## src/rtl/fpu_dp_divider_seq.sv

```systemverilog
// Sequential IEEE-754 binary64 divider: restoring radix-2, one quotient bit per cycle,
// truncating result, start/busy/done handshake with fixed latency for every operand class.
module fpu_dp_divider_seq #(
    parameter int WIDTH = 64,
    parameter int QBITS = 54
) (
    input  logic             clk,
    input  logic             rst,
    input  logic             start,
    input  logic [WIDTH-1:0] A,
    input  logic [WIDTH-1:0] B,
    output logic             busy,
    output logic             done,
    output logic [WIDTH-1:0] result,
    output logic             invalid,
    output logic             div_zero,
    output logic             overflow
);
    localparam logic [1:0] S_IDLE = 2'd0;
    localparam logic [1:0] S_DIV  = 2'd1;
    localparam logic [1:0] S_NORM = 2'd2;
    localparam logic [1:0] S_DONE = 2'd3;

    logic [1:0]         state_q, state_d;
    logic [5:0]         cnt_q, cnt_d;
    logic [53:0]        rem_q, rem_d;
    logic [52:0]        mb_q, mb_d;
    logic [53:0]        quo_q, quo_d;
    logic               sign_q, sign_d;
    logic signed [12:0] exp_q, exp_d;
    logic               sp_inv_q, sp_inv_d;
    logic               sp_dz_q, sp_dz_d;
    logic               sp_inf_q, sp_inf_d;
    logic               sp_zero_q, sp_zero_d;
    logic [63:0]        pend_res_q, pend_res_d;
    logic [2:0]         pend_flg_q, pend_flg_d;
    logic               busy_q, busy_d;
    logic               done_q, done_d;
    logic [63:0]        result_q, result_d;
    logic               invalid_q, invalid_d;
    logic               div_zero_q, div_zero_d;
    logic               overflow_q, overflow_d;

    logic               a_nan, a_inf, a_zero, b_nan, b_inf, b_zero;
    logic signed [12:0] exp_n;
    logic [51:0]        frac_n;

    always_comb begin
        a_nan  = (A[62:52] == 11'h7FF) && (A[51:0] != 52'd0);
        a_inf  = (A[62:52] == 11'h7FF) && (A[51:0] == 52'd0);
        a_zero = (A[62:52] == 11'h000);
        b_nan  = (B[62:52] == 11'h7FF) && (B[51:0] != 52'd0);
        b_inf  = (B[62:52] == 11'h7FF) && (B[51:0] == 52'd0);
        b_zero = (B[62:52] == 11'h000);
    end

    always_comb begin
        state_d    = state_q;
        cnt_d      = cnt_q;
        rem_d      = rem_q;
        mb_d       = mb_q;
        quo_d      = quo_q;
        sign_d     = sign_q;
        exp_d      = exp_q;
        sp_inv_d   = sp_inv_q;
        sp_dz_d    = sp_dz_q;
        sp_inf_d   = sp_inf_q;
        sp_zero_d  = sp_zero_q;
        pend_res_d = pend_res_q;
        pend_flg_d = pend_flg_q;
        busy_d     = busy_q;
        done_d     = 1'b0;
        result_d   = result_q;
        invalid_d  = invalid_q;
        div_zero_d = div_zero_q;
        overflow_d = overflow_q;
        exp_n      = quo_q[53] ? exp_q : exp_q - 13'sd1;
        frac_n     = quo_q[53] ? quo_q[52:1] : quo_q[51:0];

        case (state_q)
            S_IDLE: begin
                if (start && !busy_q) begin
                    state_d    = S_DIV;
                    busy_d     = 1'b1;
                    cnt_d      = 6'(QBITS - 1);
                    rem_d      = {2'b01, A[51:0]};
                    mb_d       = {1'b1, B[51:0]};
                    quo_d      = 54'd0;
                    sign_d     = A[63] ^ B[63];
                    exp_d      = $signed({2'b00, A[62:52]}) - $signed({2'b00, B[62:52]}) + 13'sd1023;
                    // Special-case classes are resolved by priority at pack time.
                    sp_inv_d   = a_nan | b_nan | (a_zero & b_zero) | (a_inf & b_inf);
                    sp_dz_d    = !a_zero && !a_inf && !a_nan && b_zero;
                    sp_inf_d   = a_inf;
                    sp_zero_d  = a_zero | b_inf;
                    invalid_d  = 1'b0;
                    div_zero_d = 1'b0;
                    overflow_d = 1'b0;
                end
            end
            S_DIV: begin
                if (rem_q >= {1'b0, mb_q}) begin
                    quo_d = {quo_q[52:0], 1'b1};
                    rem_d = (rem_q - {1'b0, mb_q}) << 1;
                end else begin
                    quo_d = {quo_q[52:0], 1'b0};
                    rem_d = rem_q << 1;
                end
                cnt_d = cnt_q - 6'd1;
                if (cnt_q == 6'd0) begin
                    state_d = S_NORM;
                end
            end
            S_NORM: begin
                state_d    = S_DONE;
                pend_flg_d = 3'b000;
                if (sp_inv_q) begin
                    pend_res_d = 64'h7FF8_0000_0000_0000;
                    pend_flg_d = 3'b100;
                end else if (sp_dz_q) begin
                    pend_res_d = {sign_q, 11'h7FF, 52'd0};
                    pend_flg_d = 3'b010;
                end else if (sp_inf_q) begin
                    pend_res_d = {sign_q, 11'h7FF, 52'd0};
                end else if (sp_zero_q) begin
                    pend_res_d = {sign_q, 63'd0};
                end else if (exp_n >= 13'sd2047) begin
                    pend_res_d = {sign_q, 11'h7FF, 52'd0};
                    pend_flg_d = 3'b001;
                end else if (exp_n <= 13'sd0) begin
                    pend_res_d = {sign_q, 63'd0};
                end else begin
                    pend_res_d = {sign_q, exp_n[10:0], frac_n};
                end
            end
            default: begin
                // Result and flags are published together with the done pulse.
                state_d    = S_IDLE;
                busy_d     = 1'b0;
                done_d     = 1'b1;
                result_d   = pend_res_q;
                invalid_d  = pend_flg_q[2];
                div_zero_d = pend_flg_q[1];
                overflow_d = pend_flg_q[0];
            end
        endcase
    end

    always_ff @(posedge clk or posedge rst) begin
        if (rst) begin
            state_q    <= S_IDLE;
            cnt_q      <= '0;
            rem_q      <= '0;
            mb_q       <= '0;
            quo_q      <= '0;
            sign_q     <= 1'b0;
            exp_q      <= '0;
            sp_inv_q   <= 1'b0;
            sp_dz_q    <= 1'b0;
            sp_inf_q   <= 1'b0;
            sp_zero_q  <= 1'b0;
            pend_res_q <= '0;
            pend_flg_q <= '0;
            busy_q     <= 1'b0;
            done_q     <= 1'b0;
            result_q   <= '0;
            invalid_q  <= 1'b0;
            div_zero_q <= 1'b0;
            overflow_q <= 1'b0;
        end else begin
            state_q    <= state_d;
            cnt_q      <= cnt_d;
            rem_q      <= rem_d;
            mb_q       <= mb_d;
            quo_q      <= quo_d;
            sign_q     <= sign_d;
            exp_q      <= exp_d;
            sp_inv_q   <= sp_inv_d;
            sp_dz_q    <= sp_dz_d;
            sp_inf_q   <= sp_inf_d;
            sp_zero_q  <= sp_zero_d;
            pend_res_q <= pend_res_d;
            pend_flg_q <= pend_flg_d;
            busy_q     <= busy_d;
            done_q     <= done_d;
            result_q   <= result_d;
            invalid_q  <= invalid_d;
            div_zero_q <= div_zero_d;
            overflow_q <= overflow_d;
        end
    end

    assign busy     = busy_q;
    assign done     = done_q;
    assign result   = result_q;
    assign invalid  = invalid_q;
    assign div_zero = div_zero_q;
    assign overflow = overflow_q;
endmodule
```

## config.mk

```make
export PLATFORM = sky130hd
export DESIGN_NAME = fpu_dp_divider_seq
export DESIGN_NICKNAME = d
export VERILOG_FILES = /design/src/rtl/fpu_dp_divider_seq.sv
export SDC_FILE = /design/constraint.sdc
export NUM_CORES = 1
export LEC_CHECK = 0
export ABC_AREA = 1
export BUFFER_PORTS_ARGS = -buffer_cell sky130_fd_sc_hd__buf_2
export CAP_MARGIN = 10
export CORE_UTILIZATION = 55
export DETAILED_ROUTE_END_ITERATION = 8
export PLACE_DENSITY = 0.83
export SLEW_MARGIN = 20
export SYNTH_ARGS = -nofsm -noshare
export SYNTH_HDL_FRONTEND = slang
export SYNTH_SLANG_ARGS = --single-unit
```

## constraint.sdc

```tcl
create_clock -name clk -period 9.25 [get_ports clk]
set_input_delay 0.4625 -clock clk [delete_from_list [all_inputs] [get_ports clk]]
set_output_delay 0.4625 -clock clk [all_outputs]
set_load 0.02 [all_outputs]
```

## Yosys cells after proc, flatten, opt, wreduce, memory -nomap -nowiden

Index checks and enable logic that the tools add are counted.

| operators by class | value |
|---|---|
| equal/unequal tests | 6 |
| $add $sub $neg | 5 |
| reductions and logical operators | 27 |
| bitwise operators | 8 |
| order comparisons | 3 |
| multiplexer cells | 31 |

Operators by type and width:

| operator | count |
|---|---|
| $mux 63 | 5 |
| $pmux 54 s2 | 2 |
| $mux 54 | 3 |
| $logic_not 52->1 | 2 |
| $reduce_bool 52->1 | 2 |
| $mux 64 | 1 |
| $ge 54x53->1 | 1 |
| $sub 53x53->53 | 1 |
| $mux 52 | 1 |
| $eq 11x11->1 const B | 2 |
| $logic_not 11->1 | 2 |
| $add 12x11->13 const B | 1 |
| $ge 13x12->1 const B | 1 |
| $le 13x1->1 const B | 1 |
| $mux 13 | 1 |
| $sub 13x2->13 const B | 1 |
| $pmux 6 s2 | 1 |
| $sub 11x11->12 | 1 |
| $logic_and 1x1->1 | 8 |
| $pmux 1 s2 | 4 |
| $reduce_and 2->1 | 4 |
| $mux 1 | 7 |
| $logic_not 6->1 | 1 |
| $mux 2 | 3 |
| other kinds (16) | 24 |

| storage, ports and cells | value |
|---|---|
| register bits after elaboration | 323 |
| input port bits | 131 |
| output and inout port bits | 69 |

## Longest topological paths before layout

| depth | value |
|---|---|
| depth after elaboration | 9 |
| mapped depth | 18 |

## Worst setup path before layout

OpenSTA, ideal clock, no wires.

| timing path | value |
|---|---|
| path type | in2reg |
| from | in A[52] |
| to | reg exp_q[11] |
| arrival | 2.340 ns |
| data required time | 9.132 ns |
| cell stages on the path | 16 |
| setup slack | 6.792 ns |
| cell sequence | inv_1 -> ha_1 -> inv_1 -> fa_1 -> xnor2_1 -> inv_1 -> nor2_1 -> nand3_1 -> nor2_1 -> nand2_1 -> nor2_1 -> nand3_1 -> nand2_1 -> nand2_1 -> nand3_1 -> nand2_1 |

| on the way | value |
|---|---|
| cells in the longest elaborated chain, start to end | 2 |

RTL lines:

| element | line | text |
|---|---|---|
| start: declaration | 10 | `input logic [WIDTH-1:0] A,` |
| $sub 11x11->12 | 90 | `exp_d = $signed({2'b00, A[62:52]}) - $signed({2'b00, B[62:52]}) + 13'sd1023;` |
| $add 12x11->13 | 90 |  |
| end signal: assignment | 177 | `exp_q <= exp_d;` |
| end: declaration | 30 | `logic signed [12:0] exp_q, exp_d;` |

No other way between the ends.
A chain may end at the register's enable or synchronous reset.

## Final worst setup path

| timing path | value |
|---|---|
| from | reg state_q[1] |
| to | reg cnt_q[5] |

| on the way | value |
|---|---|
| cells in the longest elaborated chain, start to end | 3 |

RTL lines:

| element | line | text |
|---|---|---|
| start: declaration | 24 | `logic [1:0] state_q, state_d;` |
| start signal: assignment | 171 | `state_q <= state_d;` |
| $eq 2x1->1 / $logic_not 2->1 (equally long branches) | 80 | `case (state_q)` |
| $reduce_bool 2->1 (no source line) / $ne 2x2->1 (equally long branches) | - |  |
| $reduce_and 2->1 (no source line) | - |  |
| end signal: assignment | 172 | `cnt_q <= cnt_d;` |
| end: declaration | 25 | `logic [5:0] cnt_q, cnt_d;` |

Parallel ways exist; a longest one is shown, timed or not.

==> metrics.md <==
| Metric | Value |
|---|---|
| Kind of critical path | `reg -> reg` |
| Clock latency reported for the late side of the worst-skew pair | `between 0.5 and 0.6 ns` |
| Area delta synth->final | `11.9%` |
| Clock sinks | `around 320` |
| Post-route fraction of the period consumed by the critical path | `40.2%` |
| Met3 usage in global routing | `about 5.4%` |
| Clock tree from TritonCTS | `done` |
| Initial DRT Pass Iterations | `8` |
| H-tree depth | `2` |
| Largest fanout of any net on the critical path | `between 100 and 150` |
| Number of I/O port buffers | `199` |
| Number of distinct library cells after synthesis | `48` |
| Busiest metal layer after global routing | `met2` |
| Most common library cell in the layout ignoring fill and taps | `sky130_fd_sc_hd__nand2_1` |
| Routability congestion estimate | `between 1 and 1.5` |
| Fin worst setup slack | `~5.5 ns` |
| Result of the run | `finished, final reports clean` |
| Area of the mapped netlist | `between 0.02 and 0.025 mm^2` |
| Row Count | `70` |
| Syn Area/Cell | `6.97 um^2` |
| Required @ worst endpoint | `slightly below 10 ns` |
| Global route total overflow | `0` |
| Met2 routing resource usage after global routing | `between 40% and 50%` |
| Sequential-to-total area share from yosys stat | `about two fifths` |
| Met1 GRT Util | `between 40% and 50%` |
| Power density over cell area | `between 400 and 500 mW/mm^2` |
| Number of clock buffers inserted by TritonCTS | `37` |
| Most used DFF post-synth | `sky130_fd_sc_hd__dfrtp_1` |
| Area of the die | `0.0381 mm^2` |
| Global routing usage summed across all routing layers | `a little under a third` |
| Detailed-route via count | `19693` |
| Clock root cell | `sky130_fd_sc_hd__clkbuf_16` |
| Yosys reg bits | `around 320` |
| Buffer levels on the longest clock path | `3` |
| Count of pins on the block boundary | `200` |
| Effective utilization at floorplan | `55.9%` |
| Number of violations reported at the end of detailed-routing iteration 0 | `between 1500 and 2000` |
| Synthesis Warnings | `0` |
| Wirelength per Cell | `about 16 um` |
| Fin Setup TNS | `0 ns` |
| DRC errors left | `0` |
| Pre-CTS setup slack | `~4.8 ns` |
| Post-cts sizing count | `0` |
| Area of the core | `between 0.03 and 0.04 mm^2` |
| Detailed-route wire length | `approximately 57000 um` |
| Setup repair after global routing missed its margin | `no` |
| Share of post-route cells with drive strength above 1 | `approximately a tenth` |
| Worst Path Arrival | `about 4.2 ns` |
| Tightest hold margin | `roughly 0.098 ns` |
| Commonest cells after routing, fill and taps aside | `sky130_fd_sc_hd__nand2_1 (759), sky130_fd_sc_hd__inv_1 (577), sky130_fd_sc_hd__dfrtp_1 (323)` |
| Worst Tran Pin Value | `between 1 and 1.5 ns` |
| Floorplan die height | `195 um` |
| Vias in the first global route | `about 19000` |
| Global-route wire length before repair | `about 95000 um` |
| Detailed-placement wirelength estimate | `around 42000 um` |
| Final min period | `~3.7 ns` |
| Max capacitance violation total | `0` |
| Hold violation count in the final report | `0` |
| Post-layout nets | `between 3000 and 4000` |
| Total of endpoints with negative setup slack in the final report | `0` |
| Net count after synthesis | `around 3200` |
| CTS hold repair buffers | `0` |
| Type of the worst min-delay path | `in -> async` |
| Pin count of the biggest net entering global routing | `184` |
| Post-synthesis async set-or-reset flop share | `100%` |
| Startpoint Class | `flop` |
| Clock-pin slew reported for the worst setup and hold paths after clock tree synthesis | `0.06 ns` |
| Count of flip-flops with a built-in enable after synthesis | `0` |
| Kind of capture point of the worst setup path | `flop` |
| Largest clock skew in the final design | `about 0.017 ns` |
| Width of the chip | `between 150 and 200 um` |
| Worst IR Drop VDD | `212 uV` |
| Postcts setup bufs | `0` |
| Static leakage | `~12 nW` |
| Final max-slew violation count | `0` |
| Final antenna-violating net count | `0` |
| Worst-case headroom to the max-slew limit | `a little under 30%` |
| Initial antenna violation count | `1` |
| Gate Count Post-Synth | `2945` |
| DR vias/cell | `5.51` |
| Peak clock frequency supported by timing | `269 MHz` |
cells by family after synthesis:
group / synth area share [%]
simple gates: 27.4
buf+inv: 13.3
compound gates: 13.3
flops: 39.4
fa+ha+maj: 4.65
xor+xnor: 1.37
mux: 0.658
worst paths after layout:
check                                  startpoint                     end  slack (ns)  cells past startpoint
setup / recovery           state_q[1]$_DFFE_PP0P_    cnt_q[5]$_DFFE_PP0P_        5.53                     12
min in group clk                            B[18]    mb_q[18]$_DFFE_PP0P_        0.11                      3
hold / removal                                rst   rem_q[13]$_DFFE_PP0P_         0.1                      3
hold reg to reg              mb_q[52]$_DFFE_PP0P_    mb_q[52]$_DFFE_PP0P_        0.46                      2
max in group asynchronous                     rst  result[39]$_DFFE_PP0P_        7.41                      4
setup reg to reg           state_q[1]$_DFFE_PP0P_    cnt_q[5]$_DFFE_PP0P_        5.53                     12
metrics by stage:
step                utilization [%]  area (um^2)  cells  power (mW)
CTS                            62.4        22900   3571        9.34
finish                         62.6        23000   3575        9.42
global placement               59.1        21700   3508        7.72
global route                   62.5        22900   3572        10.3
detailed placement             59.1        21700   3508        7.86
floorplan                         -        20500   2945        6.46
synthesized netlist by cell type (2+ instances only):
cell                       instances  area, um^2
sky130_fd_sc_hd__or2_2             3        18.8
sky130_fd_sc_hd__and2_1            4        25.0
sky130_fd_sc_hd__nor3_1           20         100
sky130_fd_sc_hd__mux2_2           12         135
sky130_fd_sc_hd__inv_1           578        2170
sky130_fd_sc_hd__o21ai_1           2        10.0
sky130_fd_sc_hd__a21oi_1         214        1070
sky130_fd_sc_hd__dfrtp_1         323        8080
sky130_fd_sc_hd__buf_1            18        67.6
sky130_fd_sc_hd__o21ai_0          86         430
sky130_fd_sc_hd__o21bai_1          6        45.0
sky130_fd_sc_hd__nor2_4            3        33.8
sky130_fd_sc_hd__fa_1              2        40.0
sky130_fd_sc_hd__buf_4             2        15.0
sky130_fd_sc_hd__xor2_1           11        96.3
sky130_fd_sc_hd__inv_2             4        15.0
sky130_fd_sc_hd__a22oi_1           3        22.5
sky130_fd_sc_hd__ha_1             73         913
sky130_fd_sc_hd__buf_2             7        35.0
sky130_fd_sc_hd__xnor2_1          21         184
sky130_fd_sc_hd__nand2_1         759        2850
sky130_fd_sc_hd__o211ai_1         49         368
sky130_fd_sc_hd__nand3b_1          8        60.1
sky130_fd_sc_hd__nor4_1           29         181
sky130_fd_sc_hd__nand4_1          89         557
sky130_fd_sc_hd__a21o_1            5        37.5
sky130_fd_sc_hd__clkbuf_1         76         285
sky130_fd_sc_hd__nor2_2            5        31.3
sky130_fd_sc_hd__nor2_1          238         893
sky130_fd_sc_hd__nand3_1         155         776
sky130_fd_sc_hd__buf_6            11         124
sky130_fd_sc_hd__nand3_2           3        30.0
sky130_fd_sc_hd__nand2_2           3        18.8
sky130_fd_sc_hd__o22ai_1         109         682
where the power goes:
group	internal, mW	switching, mW
clock	0.831	0.604
combinational	1.85	3.95
sequential	1.91	0.277
state kept, by name (all words and copies together), names as in the netlist, 2 cells and up:
name,count
quo_q,54
rem_q,54
cnt_q,6
exp_q,13
state_q,2
result,64
mb_q,53
pend_flg_q,3
pend_res_q,64
layer usage:
metal | routed length [um] | vias to the layer above
li1 | - | 9681
met1 | 25000 | 9131
met2 | 26300 | 739
met3 | 3970 | 142
met4 | 2220 | 0
met5 | 0 | -
critical path: stages, from the launching register on:
cell	delay [ns]
sky130_fd_sc_hd__dfrtp_1	0.45
sky130_fd_sc_hd__inv_1	0.15
sky130_fd_sc_hd__ha_4	0.54
sky130_fd_sc_hd__inv_2	0.58
sky130_fd_sc_hd__a21oi_4	0.31
sky130_fd_sc_hd__buf_6	0.66
sky130_fd_sc_hd__nand2_1	0.17
sky130_fd_sc_hd__nor3_1	0.18
sky130_fd_sc_hd__inv_1	0.08
sky130_fd_sc_hd__nor2_1	0.13
sky130_fd_sc_hd__inv_1	0.06
sky130_fd_sc_hd__o21ai_0	0.16
sky130_fd_sc_hd__nand3_1	0.09
layout make-up:
type | instances | area, um^2
Fill cell | 3345 | 13700
Multi-Input combinational cell | 1924 | 9770
Sequential cell | 323 | 8080
Inverter | 584 | 2200
Timing Repair Buffer | 210 | 1120
Clock buffer | 51 | 1050
Tap cell | 468 | 586
Clock inverter | 12 | 149
Antenna cell | 3 | 7.51
Note: power is estimated with default switching activity, not from simulation.
